$ cat config.mk
export PLATFORM = sky130hd
export DESIGN_NAME = alu_rr_ctrl
export DESIGN_NICKNAME = d
export VERILOG_FILES = /design/src/rtl/alu_pkg.sv /design/src/rtl/eight_bit_ALU.sv /design/src/rtl/alu_rr_ctrl.sv
export SDC_FILE = /design/constraint.sdc
export NUM_CORES = 1
export LEC_CHECK = 0
export CORE_UTILIZATION = 60
export DETAILED_ROUTE_END_ITERATION = 16
export DONT_BUFFER_PORTS = 1
export PLACE_DENSITY = 0.76
export SLEW_MARGIN = 20
export SYNTH_ARGS = -nofsm -noshare
export SYNTH_HDL_FRONTEND = slang
export SYNTH_SLANG_ARGS = --single-unit
$ cat constraint.sdc
create_clock -name clk -period 24.7 [get_ports clk]
set_input_delay 2.47 -clock clk [delete_from_list [all_inputs] [get_ports clk]]
set_output_delay 2.47 -clock clk [all_outputs]
set_load 0.05 [all_outputs]
$ cat src/rtl/alu_pkg.sv
// Shared opcode constants and controller state type for the round-robin ALU
// controller.
package alu_pkg;

    localparam logic [2:0] OP_ADD = 3'b000;
    localparam logic [2:0] OP_SUB = 3'b001;
    localparam logic [2:0] OP_MUL = 3'b010;
    localparam logic [2:0] OP_DIV = 3'b011;
    localparam logic [2:0] OP_AND = 3'b100;
    localparam logic [2:0] OP_OR  = 3'b101;
    localparam logic [2:0] OP_XOR = 3'b110;
    localparam logic [2:0] OP_NOT = 3'b111;

    typedef enum logic [1:0] {
        IDLE = 2'd0,
        EXEC = 2'd1,
        RESP = 2'd2
    } state_t;

endpackage

$ cat src/rtl/eight_bit_ALU.sv
// Purely combinational 8-bit ALU. The carry output is meaningful only for
// add and sub; divide by zero yields zero.
module eight_bit_ALU
    import alu_pkg::*;
(
    input  logic [7:0] a,
    input  logic [7:0] b,
    input  logic [2:0] sel,
    output logic [7:0] y,
    output logic       carry
);

    logic [8:0]  wide;
    logic [15:0] prod;

    always_comb begin
        wide  = 9'd0;
        prod  = 16'(a) * 16'(b);
        y     = 8'd0;
        carry = 1'b0;
        case (sel)
            OP_ADD: begin
                wide  = {1'b0, a} + {1'b0, b};
                y     = wide[7:0];
                carry = wide[8];
            end
            // A borrow shows up as bit 8 of the wrapped difference.
            OP_SUB: begin
                wide  = {1'b0, a} - {1'b0, b};
                y     = wide[7:0];
                carry = wide[8];
            end
            OP_MUL:  y = prod[7:0];
            OP_DIV:  y = (b == 8'd0) ? 8'd0 : a / b;
            OP_AND:  y = a & b;
            OP_OR:   y = a | b;
            OP_XOR:  y = a ^ b;
            default: y = ~a;
        endcase
    end

endmodule

$ cat src/rtl/alu_rr_ctrl.sv
// Two-requester round-robin front end for eight_bit_ALU (IDLE -> EXEC -> RESP).
// Define ALU_DIVZ_ERR_EN to add the rsp_err divide-by-zero flag.
module alu_rr_ctrl
    import alu_pkg::*;
#(
    parameter logic INIT_PRIO = 1'b0
) (
    input  logic       clk,
    input  logic       rst,
    input  logic       req0_valid,
    output logic       req0_ready,
    input  logic [7:0] req0_a,
    input  logic [7:0] req0_b,
    input  logic [2:0] req0_sel,
    input  logic       req1_valid,
    output logic       req1_ready,
    input  logic [7:0] req1_a,
    input  logic [7:0] req1_b,
    input  logic [2:0] req1_sel,
    output logic       rsp_valid,
    input  logic       rsp_ready,
    output logic       rsp_id,
    output logic [7:0] rsp_y,
    output logic       rsp_carry,
`ifdef ALU_DIVZ_ERR_EN
    output logic       rsp_err,
`endif
    output logic       busy
);

    state_t     state;
    logic       ptr;
    logic [7:0] a_q, b_q;
    logic [2:0] sel_q;
    logic       id_q;

    logic       grant_id;
    logic       take;
    logic [7:0] alu_y;
    logic       alu_c;

    // Pointer only breaks ties; a lone requester always wins.
    always_comb begin
        grant_id   = (req0_valid && req1_valid) ? ptr : req1_valid;
        req0_ready = !rst && (state == IDLE) && req0_valid && !grant_id;
        req1_ready = !rst && (state == IDLE) && req1_valid &&  grant_id;
        take       = (req0_valid && req0_ready) || (req1_valid && req1_ready);
    end

    eight_bit_ALU u_alu (
        .a     (a_q),
        .b     (b_q),
        .sel   (sel_q),
        .y     (alu_y),
        .carry (alu_c)
    );

    always_ff @(posedge clk) begin
        if (rst) begin
            state     <= IDLE;
            ptr       <= INIT_PRIO;
            a_q       <= 8'd0;
            b_q       <= 8'd0;
            sel_q     <= 3'd0;
            id_q      <= 1'b0;
            rsp_valid <= 1'b0;
            rsp_id    <= 1'b0;
            rsp_y     <= 8'd0;
            rsp_carry <= 1'b0;
`ifdef ALU_DIVZ_ERR_EN
            rsp_err   <= 1'b0;
`endif
            busy      <= 1'b0;
        end else begin
            case (state)
                IDLE: begin
                    if (take) begin
                        a_q   <= grant_id ? req1_a   : req0_a;
                        b_q   <= grant_id ? req1_b   : req0_b;
                        sel_q <= grant_id ? req1_sel : req0_sel;
                        id_q  <= grant_id;
                        ptr   <= ~grant_id;
                        busy  <= 1'b1;
                        state <= EXEC;
                    end
                end
                EXEC: begin
                    rsp_y     <= alu_y;
                    rsp_carry <= alu_c;
                    rsp_id    <= id_q;
`ifdef ALU_DIVZ_ERR_EN
                    rsp_err   <= (sel_q == OP_DIV) && (b_q == 8'd0);
`endif
                    rsp_valid <= 1'b1;
                    state     <= RESP;
                end
                RESP: begin
                    if (rsp_ready) begin
                        rsp_valid <= 1'b0;
                        busy      <= 1'b0;
                        state     <= IDLE;
                    end
                end
                default: begin
                    rsp_valid <= 1'b0;
                    busy      <= 1'b0;
                    state     <= IDLE;
                end
            endcase
        end
    end

endmodule

==> qor_table.md <==
| Quantity | This run | Unit |
|---|---|---|
| Library cell with the largest summed area after synthesis | sky130_fd_sc_hd__ha_1 | - |
| Clk Latency, worst-skew pair | 0.28 | ns |
| Depth of the CTS H-tree | 2 | - |
| DRC errors left | 0 | - |
| Number of antenna violations at the first check in global routing | 0 | - |
| Die height | 94.0 | um |
| Tightest Hold Check Type | reg -> reg | - |
| Finish-stage setup viols | 0 | - |
| Family with the most delay on the worst path | compound AO/OA/AOI/OAI gates | - |
| Detail-routed via count per cell | 6.59 | - |
| Worst stage delay on the critical path | 0.62 | ns |
| Max frequency | 85.6 | MHz |
| Worst slack after detailed placement | 13.31 | ns |
| CTS tree | done | - |
| Per-cell routed wire length | 19.4 | um |
| Count of distinct cell types in the synthesized netlist | 67 | - |
| Number of instances in the synthesized netlist | 647 | - |
| Standard-cell rows | 33 | - |
| Final Hold Violating Endpoints | 0 | - |
| Number of placed I/O pins | 57 | - |
| Worst relative slew slack | 31.6 | % |
| Sequential-to-total area share from yosys stat | 13.8 | % |
| Final Max Slew Viols | 0 | - |
| Clock tree skew after final layout | 0.00434 | ns |
| Classification of the worst setup path | reg -> reg | - |
| Largest cells by area after synthesis | sky130_fd_sc_hd__ha_1 19%, sky130_fd_sc_hd__dfxtp_1 14%, sky130_fd_sc_hd__nor2_1 5.8%, sky130_fd_sc_hd__fa_1 5.5%, sky130_fd_sc_hd__mux2i_1 4.9% | - |
| Die area | 0.00883 | mm2 |
| Slowest stage cell, crit path | sky130_fd_sc_hd__nor3_1 | - |
| Number of optimization iterations in the first detailed-route pass | 5 | - |
| Share of the core filled with cells | 63.5 | % |
| # hold bufs at CTS | 0 | - |
| Clock buffer depth | 2 | - |
| Post-CTS clock slew at the launch and capture registers of the worst setup and hold paths | 0.08 | ns |
| Non-filler cells, final | 733 | - |
| CTS Sinks | 35 | - |
| Number of nets in the layout | 763 | - |
| Top flip-flop cell by instance count after synthesis | sky130_fd_sc_hd__dfxtp_1 | - |
| Post-cts resize count | 0 | - |
| Portion of synthesized cell area occupied by the leading cell type | 19.5 | % |
| Fin crit share | 47.3 | % |
| Worst-Margin Slew | 1.02 | ns |
| Number of maximum-capacitance constraint violations | 0 | - |
| Startpoint kind of the worst setup timing path | flop | - |
| Worst reg2reg setup slack | 13.02 | ns |
| Required arrival time at the worst endpoint | 24.93 | ns |
| DRT Wirelength | 14.2 | mm |
| Fraction of final layout cells sized beyond drive strength 1 | 6.37 | % |
| Status | finished clean | - |
| GRT overflow | 0 | - |
| Layout filler cell count | 747 | - |
| Post-synthesis sequential element count | 35 | - |
| Crit path buf inv count | 1 | - |
| Final weighted congestion in routability-driven placement | 0.973 | - |
| Post-layout worst setup margin | 13.02 | ns |
| ANT nets after route | 0 | - |
| Die Width | 94.0 | um |
| Global router's overall resource usage | 32.8 | % |
| Cell mode on critical path | sky130_fd_sc_hd__ha_1 | - |
| Number of setup buffers added after CTS | 0 | - |
| Total number of yosys warnings | 0 | - |
| Via count | 4831 | - |
| Synth async-reset ratio | 0 | % |
| Worst-path maximum fanout | 10 | - |
| Clock tree root buffer cell | sky130_fd_sc_hd__clkbuf_8 | - |
| Wire length of the first global-routing pass | 22.4 | mm |
| Post-synthesis net count | 783 | - |
| Placed instance count | 725 | - |
| Data arrival, critical path | 11.91 | ns |
| Via count of the first global-routing pass | 4513 | - |
| Layout overhead on the synthesized area | 2.79 | % |
| Total clock buffers created by CTS | 5 | - |
| Setup TNS after final layout | 0 | ns |
| Diode insertion count for antenna repair | 0 | - |
| Starting utilization of the core area | 61.8 | % |
| Largest net degree at the start of global routing | 41 | - |
| Critical path capture point type | flop | - |
| Number of flops mapped to enable cells by yosys | 0 | - |
| Detail Placement HPWL | 11.3 | mm |
| Count of input and output buffers | 0 | - |
| Clock period minus worst slack | 11.68 | ns |
| Std-Cell Core Area | 0.00822 | mm2 |
| Post-synthesis instance area | 0.00507 | mm2 |
| Unrepaired setup endpoints after global routing | no | - |
| Avg Cell Area, Syn | 7.84 | um2 |
| Violation count after the first detailed-route iteration | 315 | - |
==> Yosys cell counts (14+ instances only) <==
| cell type | n |
|---|---|
| sky130_fd_sc_hd__fa_1 | 14 |
| sky130_fd_sc_hd__a211oi_1 | 24 |
| sky130_fd_sc_hd__dfxtp_1 | 35 |
| sky130_fd_sc_hd__nand2_1 | 42 |
| sky130_fd_sc_hd__nor3_1 | 22 |
| sky130_fd_sc_hd__o21ai_0 | 26 |
| sky130_fd_sc_hd__ha_1 | 79 |
| sky130_fd_sc_hd__a21oi_1 | 40 |
| sky130_fd_sc_hd__mux2i_1 | 25 |
| sky130_fd_sc_hd__o21a_1 | 14 |
| sky130_fd_sc_hd__clkbuf_1 | 27 |
| sky130_fd_sc_hd__nor2_1 | 78 |
| sky130_fd_sc_hd__inv_1 | 51 |
| sky130_fd_sc_hd__xnor2_1 | 22 |
==> cell usage in the layout, fill, tap and decap left out, types with 5 or more instances in the layout <==
master and instances:
sky130_fd_sc_hd__a211oi_1 24, sky130_fd_sc_hd__a21o_1 9, sky130_fd_sc_hd__a21oi_1 40, sky130_fd_sc_hd__a221oi_1 6, sky130_fd_sc_hd__a31oi_1 9, sky130_fd_sc_hd__clkbuf_8 5
sky130_fd_sc_hd__dfxtp_1 35, sky130_fd_sc_hd__fa_1 14, sky130_fd_sc_hd__ha_1 79, sky130_fd_sc_hd__inv_1 51, sky130_fd_sc_hd__mux2_2 10, sky130_fd_sc_hd__mux2i_1 25
sky130_fd_sc_hd__nand2_1 42, sky130_fd_sc_hd__nand2b_1 10, sky130_fd_sc_hd__nand3_1 9, sky130_fd_sc_hd__nor2_1 78, sky130_fd_sc_hd__nor2b_1 10, sky130_fd_sc_hd__nor3_1 22
sky130_fd_sc_hd__o211ai_1 8, sky130_fd_sc_hd__o21a_1 14, sky130_fd_sc_hd__o21ai_0 26, sky130_fd_sc_hd__or3_1 7, sky130_fd_sc_hd__xnor2_1 22, sky130_fd_sc_hd__xor2_1 7
==> cell families after synthesis <==
logic type | count (synthesis) | synth area share [%]
and+or+nand+nor | 199 | 18.2
AOI/OAI and AO/OA | 171 | 23.4
adders and majority gates | 93 | 25.0
buffers and inverters | 82 | 6.21
muxes | 36 | 7.45
DFF | 35 | 13.8
xor gates and xnor gates | 31 | 5.89
==> worst paths after layout <==
check / startpoint / depth (start not counted) / endpoint
max: b_q[7]$_SDFFE_PP0P_ / 45 / rsp_y[0]$_SDFFE_PP0P_
min: id_q$_SDFFE_PP0P_ / 2 / rsp_id$_SDFFE_PP0P_
max reg2reg: b_q[7]$_SDFFE_PP0P_ / 45 / rsp_y[0]$_SDFFE_PP0P_
min reg2reg: id_q$_SDFFE_PP0P_ / 2 / rsp_id$_SDFFE_PP0P_
==> routing by layer <==
layer  GRT usage [%]  share of wire, %  vias to the layer above
met5               0                 0                        -
met4            16.3               4.4                        0
met3            3.88               7.7                       52
met2            55.5                47                      247
met1            41.0                41                     2262
li1                -                 -                     2270
==> layout make-up <==
cell class | count | area [um2] | share of cell area (%)
Multi-Input combinational cell | 530 | 4070 | 78.1
Tap cell | 105 | 131 | 2.52
Clock buffer | 5 | 68.8 | 1.32
Clock inverter | 3 | 20.0 | 0.384
Sequential cell | 35 | 701 | 13.4
Timing Repair Buffer | 4 | 30.0 | 0.576
Inverter | 51 | 191 | 3.67
==> sequential cells by signal, summed over array words and instances, names as in the netlist <==
register   cells
rsp_id         1
a_q            8
rsp_y          8
rsp_valid      1
ptr            1
rsp_carry      1
b_q            8
sel_q          3
id_q           1
state          2
busy           1
==> worst min-delay path: cells and delay by family, from the launching register on <==
family	cells	cell delay [ns]
DFF	1	0.31
AOI/OAI and AO/OA	1	0.05
and+or+nand+nor	1	0.05
==> metrics by stage <==
stage	instance area, um2	hold slack [ns]
floorplan	5070	0.432
global placement	5130	0.438
detailed placement	5130	0.444
CTS	5220	0.454
global route	5220	0.494
finish	5220	0.452
Power is left out: the tool's default activity adds up to more than one toggle a clock period on the data nets, which glitch-free logic cannot reach.
